`src/rtl/matmul_pkg.sv`:
```
// Shared definitions for the matrix-multiply result path: widths, reader FSM states.
// Latency: none (package only).
// Backpressure: n/a.
package matmul_pkg;

    localparam int DATA_WIDTH_DEF = 32;

    // Address width for a memory of 'depth' words; never narrower than one bit.
    function automatic int addr_w(input int depth);
        return (depth > 1) ? $clog2(depth) : 1;
    endfunction

    typedef enum logic [1:0] {
        RD_IDLE  = 2'd0,
        RD_READ  = 2'd1,
        RD_DRAIN = 2'd2,
        RD_DONE  = 2'd3
    } rd_state_e;

endpackage

```
`src/rtl/c_bram_reader_fifo.sv`:
```
// result_fifo2: two-entry skid FIFO holding {index, data} beats returned from the C BRAM.
// Latency: a push is visible at the head the cycle after it is written.
// Backpressure: push on full is accepted only together with a pop; caller must respect credits.
module result_fifo2 #(
    parameter int W = 36
) (
    input  logic         clk,
    input  logic         rst,
    input  logic         push,
    input  logic [W-1:0] push_dat,
    input  logic         pop,
    output logic [W-1:0] head_dat,
    output logic         full,
    output logic         empty
);

    logic [W-1:0] mem0_q, mem0_d;
    logic [W-1:0] mem1_q, mem1_d;
    logic         wr_ptr_q, wr_ptr_d;
    logic         rd_ptr_q, rd_ptr_d;
    logic [1:0]   cnt_q, cnt_d;
    logic         do_push;
    logic         do_pop;

    assign full     = (cnt_q == 2'd2);
    assign empty    = (cnt_q == 2'd0);
    assign head_dat = rd_ptr_q ? mem1_q : mem0_q;

    // Next-state for storage, pointers and occupancy; push-on-full is legal when a pop frees a slot.
    always_comb begin
        do_pop   = pop && !empty;
        do_push  = push && (!full || do_pop);
        mem0_d   = mem0_q;
        mem1_d   = mem1_q;
        if (do_push) begin
            if (wr_ptr_q) mem1_d = push_dat;
            else          mem0_d = push_dat;
        end
        wr_ptr_d = wr_ptr_q ^ do_push;
        rd_ptr_d = rd_ptr_q ^ do_pop;
        cnt_d    = cnt_q + {1'b0, do_push} - {1'b0, do_pop};
    end

    // State registers with synchronous reset.
    always_ff @(posedge clk) begin
        if (rst) begin
            mem0_q   <= '0;
            mem1_q   <= '0;
            wr_ptr_q <= 1'b0;
            rd_ptr_q <= 1'b0;
            cnt_q    <= 2'd0;
        end else begin
            mem0_q   <= mem0_d;
            mem1_q   <= mem1_d;
            wr_ptr_q <= wr_ptr_d;
            rd_ptr_q <= rd_ptr_d;
            cnt_q    <= cnt_d;
        end
    end

endmodule

```
`src/rtl/c_bram_reader.sv`:
```
// Drains the M*N result matrix from the C BRAM onto a valid/ready stream with m_last/m_idx.
// Latency: start at edge T -> first read in T+1, first m_valid in T+3, done pulse after last beat.
// Backpressure: at most 2 reads in flight + buffered; read enable drops the cycle m_ready falls.
// Build option: define C_READER_TRANSPOSE_EN for column-major issue order (m_idx still r*N+c).
module c_bram_reader
    import matmul_pkg::*;
#(
    parameter int DATA_WIDTH = DATA_WIDTH_DEF,
    parameter int M          = 3,
    parameter int N          = 3,
    parameter int ADDR_W     = addr_w(M * N)
) (
    input  logic                  clk,
    input  logic                  rst,
    input  logic                  start,
    output logic                  en_c_bram_out,
    output logic [ADDR_W-1:0]     addr_c_bram_out,
    input  logic [DATA_WIDTH-1:0] c_bram_rdata,
    output logic [DATA_WIDTH-1:0] m_data,
    output logic                  m_valid,
    input  logic                  m_ready,
    output logic                  m_last,
    output logic [ADDR_W-1:0]     m_idx,
    output logic                  busy,
    output logic                  done
);

    localparam int MN = M * N;
    localparam int FW = DATA_WIDTH + ADDR_W;

    rd_state_e         state_q, state_d;
    logic [ADDR_W-1:0] row_q, row_d;
    logic [ADDR_W-1:0] col_q, col_d;
    logic              pend_q, pend_d;
    logic [ADDR_W-1:0] pend_idx_q, pend_idx_d;

    logic [ADDR_W-1:0] cur_addr;
    logic [2:0]        used;
    logic              issue;
    logic              last_issue;
    logic              pop;
    logic [FW-1:0]     head_dat;
    logic [ADDR_W-1:0] head_idx;
    logic              fifo_full;
    logic              fifo_empty;

    result_fifo2 #(.W(FW)) u_fifo (
        .clk      (clk),
        .rst      (rst),
        .push     (pend_q),
        .push_dat ({pend_idx_q, c_bram_rdata}),
        .pop      (pop),
        .head_dat (head_dat),
        .full     (fifo_full),
        .empty    (fifo_empty)
    );

    assign head_idx        = head_dat[FW-1 -: ADDR_W];
    assign m_valid         = !fifo_empty;
    assign m_data          = m_valid ? head_dat[DATA_WIDTH-1:0] : '0;
    assign m_idx           = m_valid ? head_idx : '0;
    assign m_last          = m_valid && (head_idx == ADDR_W'(MN - 1));
    assign pop             = m_valid && m_ready;
    assign busy            = (state_q != RD_IDLE);
    assign done            = (state_q == RD_DONE);
    assign en_c_bram_out   = issue;
    assign addr_c_bram_out = cur_addr;

    // Read issue: credit check counts the beat leaving this cycle so full-rate streaming has no bubble.
    always_comb begin
        cur_addr   = ADDR_W'(row_q * N + col_q);
        used       = (fifo_full ? 3'd2 : {2'b00, !fifo_empty}) + {2'b00, pend_q};
        issue      = (state_q == RD_READ) && (used < (pop ? 3'd3 : 3'd2));
        last_issue = issue && (row_q == ADDR_W'(M - 1)) && (col_q == ADDR_W'(N - 1));
    end

    // FSM and row/column walk; counters return to 0 after the final issue so the address idles at 0.
    always_comb begin
        state_d    = state_q;
        row_d      = row_q;
        col_d      = col_q;
        pend_d     = issue;
        pend_idx_d = issue ? cur_addr : pend_idx_q;
        case (state_q)
            RD_IDLE: begin
                if (start) begin
                    state_d = RD_READ;
                    row_d   = '0;
                    col_d   = '0;
                end
            end
            RD_READ: begin
                if (last_issue) begin
                    state_d = RD_DRAIN;
                    row_d   = '0;
                    col_d   = '0;
                end else if (issue) begin
`ifdef C_READER_TRANSPOSE_EN
                    if (row_q == ADDR_W'(M - 1)) begin
                        row_d = '0;
                        col_d = col_q + 1'b1;
                    end else begin
                        row_d = row_q + 1'b1;
                    end
`else
                    if (col_q == ADDR_W'(N - 1)) begin
                        col_d = '0;
                        row_d = row_q + 1'b1;
                    end else begin
                        col_d = col_q + 1'b1;
                    end
`endif
                end
            end
            RD_DRAIN: begin
                if (pop && m_last) state_d = RD_DONE;
            end
            RD_DONE: begin
                state_d = RD_IDLE;
            end
            default: state_d = RD_IDLE;
        endcase
    end

    // State registers; reset drops any read in flight so its data is never pushed.
    always_ff @(posedge clk) begin
        if (rst) begin
            state_q    <= RD_IDLE;
            row_q      <= '0;
            col_q      <= '0;
            pend_q     <= 1'b0;
            pend_idx_q <= '0;
        end else begin
            state_q    <= state_d;
            row_q      <= row_d;
            col_q      <= col_d;
            pend_q     <= pend_d;
            pend_idx_q <= pend_idx_d;
        end
    end

endmodule

```
`config.mk`:
```
export PLATFORM = sky130hd
export DESIGN_NAME = c_bram_reader
export DESIGN_NICKNAME = d
export VERILOG_FILES = /design/src/rtl/matmul_pkg.sv /design/src/rtl/c_bram_reader_fifo.sv /design/src/rtl/c_bram_reader.sv
export SDC_FILE = /design/constraint.sdc
export NUM_CORES = 1
export LEC_CHECK = 0
export ABC_CLOCK_PERIOD_IN_PS = 2700
export CAP_MARGIN = 0
export CORE_UTILIZATION = 44
export DETAILED_ROUTE_END_ITERATION = 10
export PLACE_DENSITY = 0.78
export RECOVER_POWER = 25
export SETUP_SLACK_MARGIN = 0.1
export SLEW_MARGIN = 20
export SYNTH_ARGS = -nofsm -noshare
export SYNTH_HDL_FRONTEND = slang
export SYNTH_SLANG_ARGS = --single-unit
```
`constraint.sdc`:
```
create_clock -name clk -period 2.7 [get_ports clk]
set_input_delay 0.54 -clock clk [delete_from_list [all_inputs] [get_ports clk]]
set_output_delay 0.54 -clock clk [all_outputs]
set_load 0.1 [all_outputs]
```
==> impl_metrics.env <==
export IMPL_h_tree_depth=3
export IMPL_synthFlopType="sky130_fd_sc_hd__dfxtp_1"
export IMPL_cp_num_buf_inv=2
export IMPL_grt_pass1_vias=3443
export IMPL_min_to="u_fifo.mem0_q[0]$_SDFFE_PP0P_"
export IMPL_place_worst_setup_slack_ns=-0.0289
export IMPL_yosys_cell_count_top_type="sky130_fd_sc_hd__nor2_1"
export IMPL_final_critical_path_setup_slack_ns=-0.217
export IMPL_clock_power_share_pct=19.1
export IMPL_maximum_root_to_sink_buffer_count=2
export IMPL_finClkSkew_ns=0.0100
export IMPL_slew_at_the_pin_with_the_worst_max_slew_slack_ns=1.16
export IMPL_r2r_slack_ns=0.44
export IMPL_end_kind="output port"
export IMPL_failed_checks="negative setup slack"
export IMPL_layout_worst_path_cycle_share_pct=108
export IMPL_tritoncts_num_buffers=9
export IMPL_combPwrFrac_pct=45.4
export IMPL_switchingPower_uw=1980
export IMPL_max_cap_viol_count=0
export IMPL_regToRegEndpoint="u_fifo.mem1_q[17]$_SDFFE_PP0P_"
export IMPL_synthDistinctLibCells=37
export IMPL_design_portCount=81
export IMPL_synth_avg_cell_area_um2=9.57
export IMPL_timing_worst_setup_path_type="reg -> out"
export IMPL_crit_top_cell="sky130_fd_sc_hd__xnor2_4"
export IMPL_worst_endpoint_arrival_ns=2.38
export IMPL_worstPathMaxFanout=2
export IMPL_grt_overflow_total=0
export IMPL_max_freq_ghz=0.343
export IMPL_cell_area_synth_um2=4290
export IMPL_post_route_drc_count=0
export IMPL_synthToLayoutAreaGrowth_pct=34.7
export IMPL_worstHoldPathCells=2
export IMPL_die_area_um2=10100
export IMPL_worst_r2r_cell_count=6
export IMPL_yosysTopAreaCell="sky130_fd_sc_hd__dfxtp_1"
export IMPL_sequential_element_share_of_the_synthesized_area_pct=42.5
export IMPL_fp_row_count=35
export IMPL_holdBufCountCts=0
export IMPL_globalplace_congestion=0.758
export IMPL_num_antenna_cells=0
export IMPL_power_sequential_fraction_pct=35.5
export IMPL_die_span_in_y_um=101
export IMPL_internal_power_uw=2610
export IMPL_setup_tns_final_ns=-0.532
export IMPL_clock_root_buffer="sky130_fd_sc_hd__clkbuf_8"
export IMPL_grt_pass1_wl_um=16200
export IMPL_status="finished with violations"
export IMPL_portBuffers=80
export IMPL_max_stage_delay_ns=0.55
export IMPL_worst_ir_drop_vdd_mv=0.663
export IMPL_pwr_density_cell_nw_per_um2=795
export IMPL_post_route_cells_drive_above_1_share_pct=21.3
export IMPL_worst_r2r_startpoint="u_fifo.cnt_q[0]$_SDFF_PP0_"
export IMPL_finalWirelength_um=9530
export IMPL_die_x_um=101
export IMPL_cts_tree="done"
export IMPL_synth_cells=448
export IMPL_yosys_top_cells_count="124 x sky130_fd_sc_hd__nor2_1, 111 x sky130_fd_sc_hd__mux2i_1, 91 x sky130_fd_sc_hd__dfxtp_1, 19 x sky130_fd_sc_hd__inv_1, 18 x sky130_fd_sc_hd__ha_1"
export IMPL_clock_sinks=91
export IMPL_wl_per_cell_um=14.4
export IMPL_synth_edff_count=0
export IMPL_timing_slew_headroom_pct=23.1
export IMPL_place_hpwl_um=6800
export IMPL_async_flop_share_pct=0
export IMPL_post_drt_via_cell_ratio=5.02
export IMPL_rsz0062_at_grt="yes"
export IMPL_drt_iter0_drcs=74
export IMPL_grtUsageTotal_pct=20.2
export IMPL_highest_layer="met4"
export IMPL_postSynthNetCount=505
export IMPL_finalMaxSlewViolations=0
export IMPL_critical_path_top_delay_family="adder cells"
export IMPL_met3WireLength_um=401
export IMPL_path_cells="fa_1 > ha_1 > inv_1 > fa_2 > xnor2_4 > xnor2_4 > buf_12"
export IMPL_met2RoutedLength_um=4600
export IMPL_swShare_pct=43.1
export IMPL_ant_nets=0
export IMPL_setup_viol_count_final=3
export IMPL_nets=586
export IMPL_hold_class="reg -> reg"
export IMPL_synth_top_area_share_pct=42.5
export IMPL_clk_latency_ns=0.35
export IMPL_via_total_after_detailed_routing=3325
export IMPL_yosys_top_cells_area="sky130_fd_sc_hd__dfxtp_1 43%, sky130_fd_sc_hd__mux2i_1 26%, sky130_fd_sc_hd__nor2_1 11%"
export IMPL_hold_worst_slack_ns=0.499
export IMPL_period_needed_ns=2.92
export IMPL_floorplan_initialDensity_pct=45.9
export IMPL_worst_path_max_delay_cell="sky130_fd_sc_hd__fa_1"
export IMPL_core_area_um2=9330
export IMPL_grt_max_degree=48
export IMPL_power_leakage_uw=0.00208
export IMPL_firstDrtPassIters=4
export IMPL_cp_required_ns=2.16
export IMPL_yosys_warnings=0
export IMPL_postSynthRegisterBits=91
export IMPL_worstHoldStart="u_fifo.mem0_q[0]$_SDFFE_PP0P_"
export IMPL_m1WireLength_um=4430
export IMPL_clk_pin_slew_worst_paths_ns=0.10
export IMPL_antenna_found_initial=0
export IMPL_worstSetupStartpointType="register"
export IMPL_finalHoldViolCount=0
## worst max-delay path by stage
stage | startpoint | endpoint | cells after the start
3_5_place_dp | row_q[0]$_SDFFE_PP0P_ | addr_c_bram_out[3] | 7
6_report | row_q[0]$_SDFFE_PP0P_ | addr_c_bram_out[3] | 7
4_1_cts | row_q[0]$_SDFFE_PP0P_ | addr_c_bram_out[3] | 7
3_3_place_gp | row_q[0]$_SDFFE_PP0P_ | addr_c_bram_out[3] | 7
2_1_floorplan | row_q[0]$_SDFFE_PP0P_ | addr_c_bram_out[3] | 6
5_1_grt | row_q[0]$_SDFFE_PP0P_ | addr_c_bram_out[3] | 7
## logic make-up (layout without fill, tap and decap cells)
kind of cell	count (synthesis)	in the layout	share of synthesized area, %
mux	112	112	26.2
xor+xnor	9	9	1.84
compound gates	25	25	4.47
fa+ha+maj	21	21	6.66
flops	91	91	42.5
simple gates	145	145	14.1
buf+inv	45	131	4.23
## per-layer routing
layer	GRT usage, %	up-vias
met1	24.6	1598
met4	5.02	0
li1	-	1650
met5	0	-
met3	4.72	9
met2	35.8	68
## repair_timing
action                                  CTS  global route
pin swaps                                 2             1
endpoints found under the setup margin    2             3
setup buffers                             1             0
resized for setup                         5             1
## area by class of cell
class,count,area (um2)
Timing Repair Buffer,96,1130
Sequential cell,91,1830
Clock inverter,5,45.0
Multi-Input combinational cell,312,2390
Fill cell,787,3550
Tap cell,129,161
Clock buffer,11,141
Inverter,19,75.1
## cells in the final DEF, fill, tap and decap left out, drive strengths merged, types with 2 or more instances in the layout
master / n
fa: 3
nand2: 7
xor2: 2
a21oi: 5
nor2b: 2
nand2b: 3
o21ai: 4
clkinvlp: 2
dfxtp: 91
xnor2: 7
clkdlybuf4s50: 33
a31oi: 4
a211oi: 4
o31ai: 2
clkbuf: 18
ha: 18
inv: 21
mux2i: 111
nor2: 125
buf: 55
## stage by stage
| step | total power, uW | utilization [%] | cell area [um2] | instances |
|---|---|---|---|---|
| finish | 4590 | 61.9 | 5770 | 663 |
| global route | 4840 | 61.9 | 5770 | 663 |
| CTS | 4660 | 62.5 | 5830 | 663 |
| detailed placement | 3770 | 60.2 | 5610 | 646 |
| global placement | 3730 | 60.2 | 5610 | 646 |
| floorplan | 3200 | - | 4380 | 448 |
## power by group through the flow
stage / sequential [uW] / clock [uW] / combinational [uW]
4_1_cts: 1630 / 902 / 2130
3_5_place_dp: 1660 / 0 / 2120
3_3_place_gp: 1640 / 0 / 2080
5_1_grt: 1650 / 959 / 2230
2_1_floorplan: 1610 / 0 / 1590
6_report: 1630 / 878 / 2080
## tightest hold or removal path, cell delays in order (launching register included)
cell and delay, ns:
sky130_fd_sc_hd__dfxtp_1 0.33, sky130_fd_sc_hd__mux2i_1 0.07, sky130_fd_sc_hd__nor2_1 0.07
## state kept, by name, summed over array words and instances (netlist names)
signal,flops
col_q,4
u_fifo.rd_ptr_q,1
pend_q,1
u_fifo.wr_ptr_q,1
u_fifo.cnt_q,2
state_q,2
row_q,4
pend_idx_q,4
u_fifo.mem0_q,36
u_fifo.mem1_q,36
No activity file was read; power rests on OpenSTA's default activity.
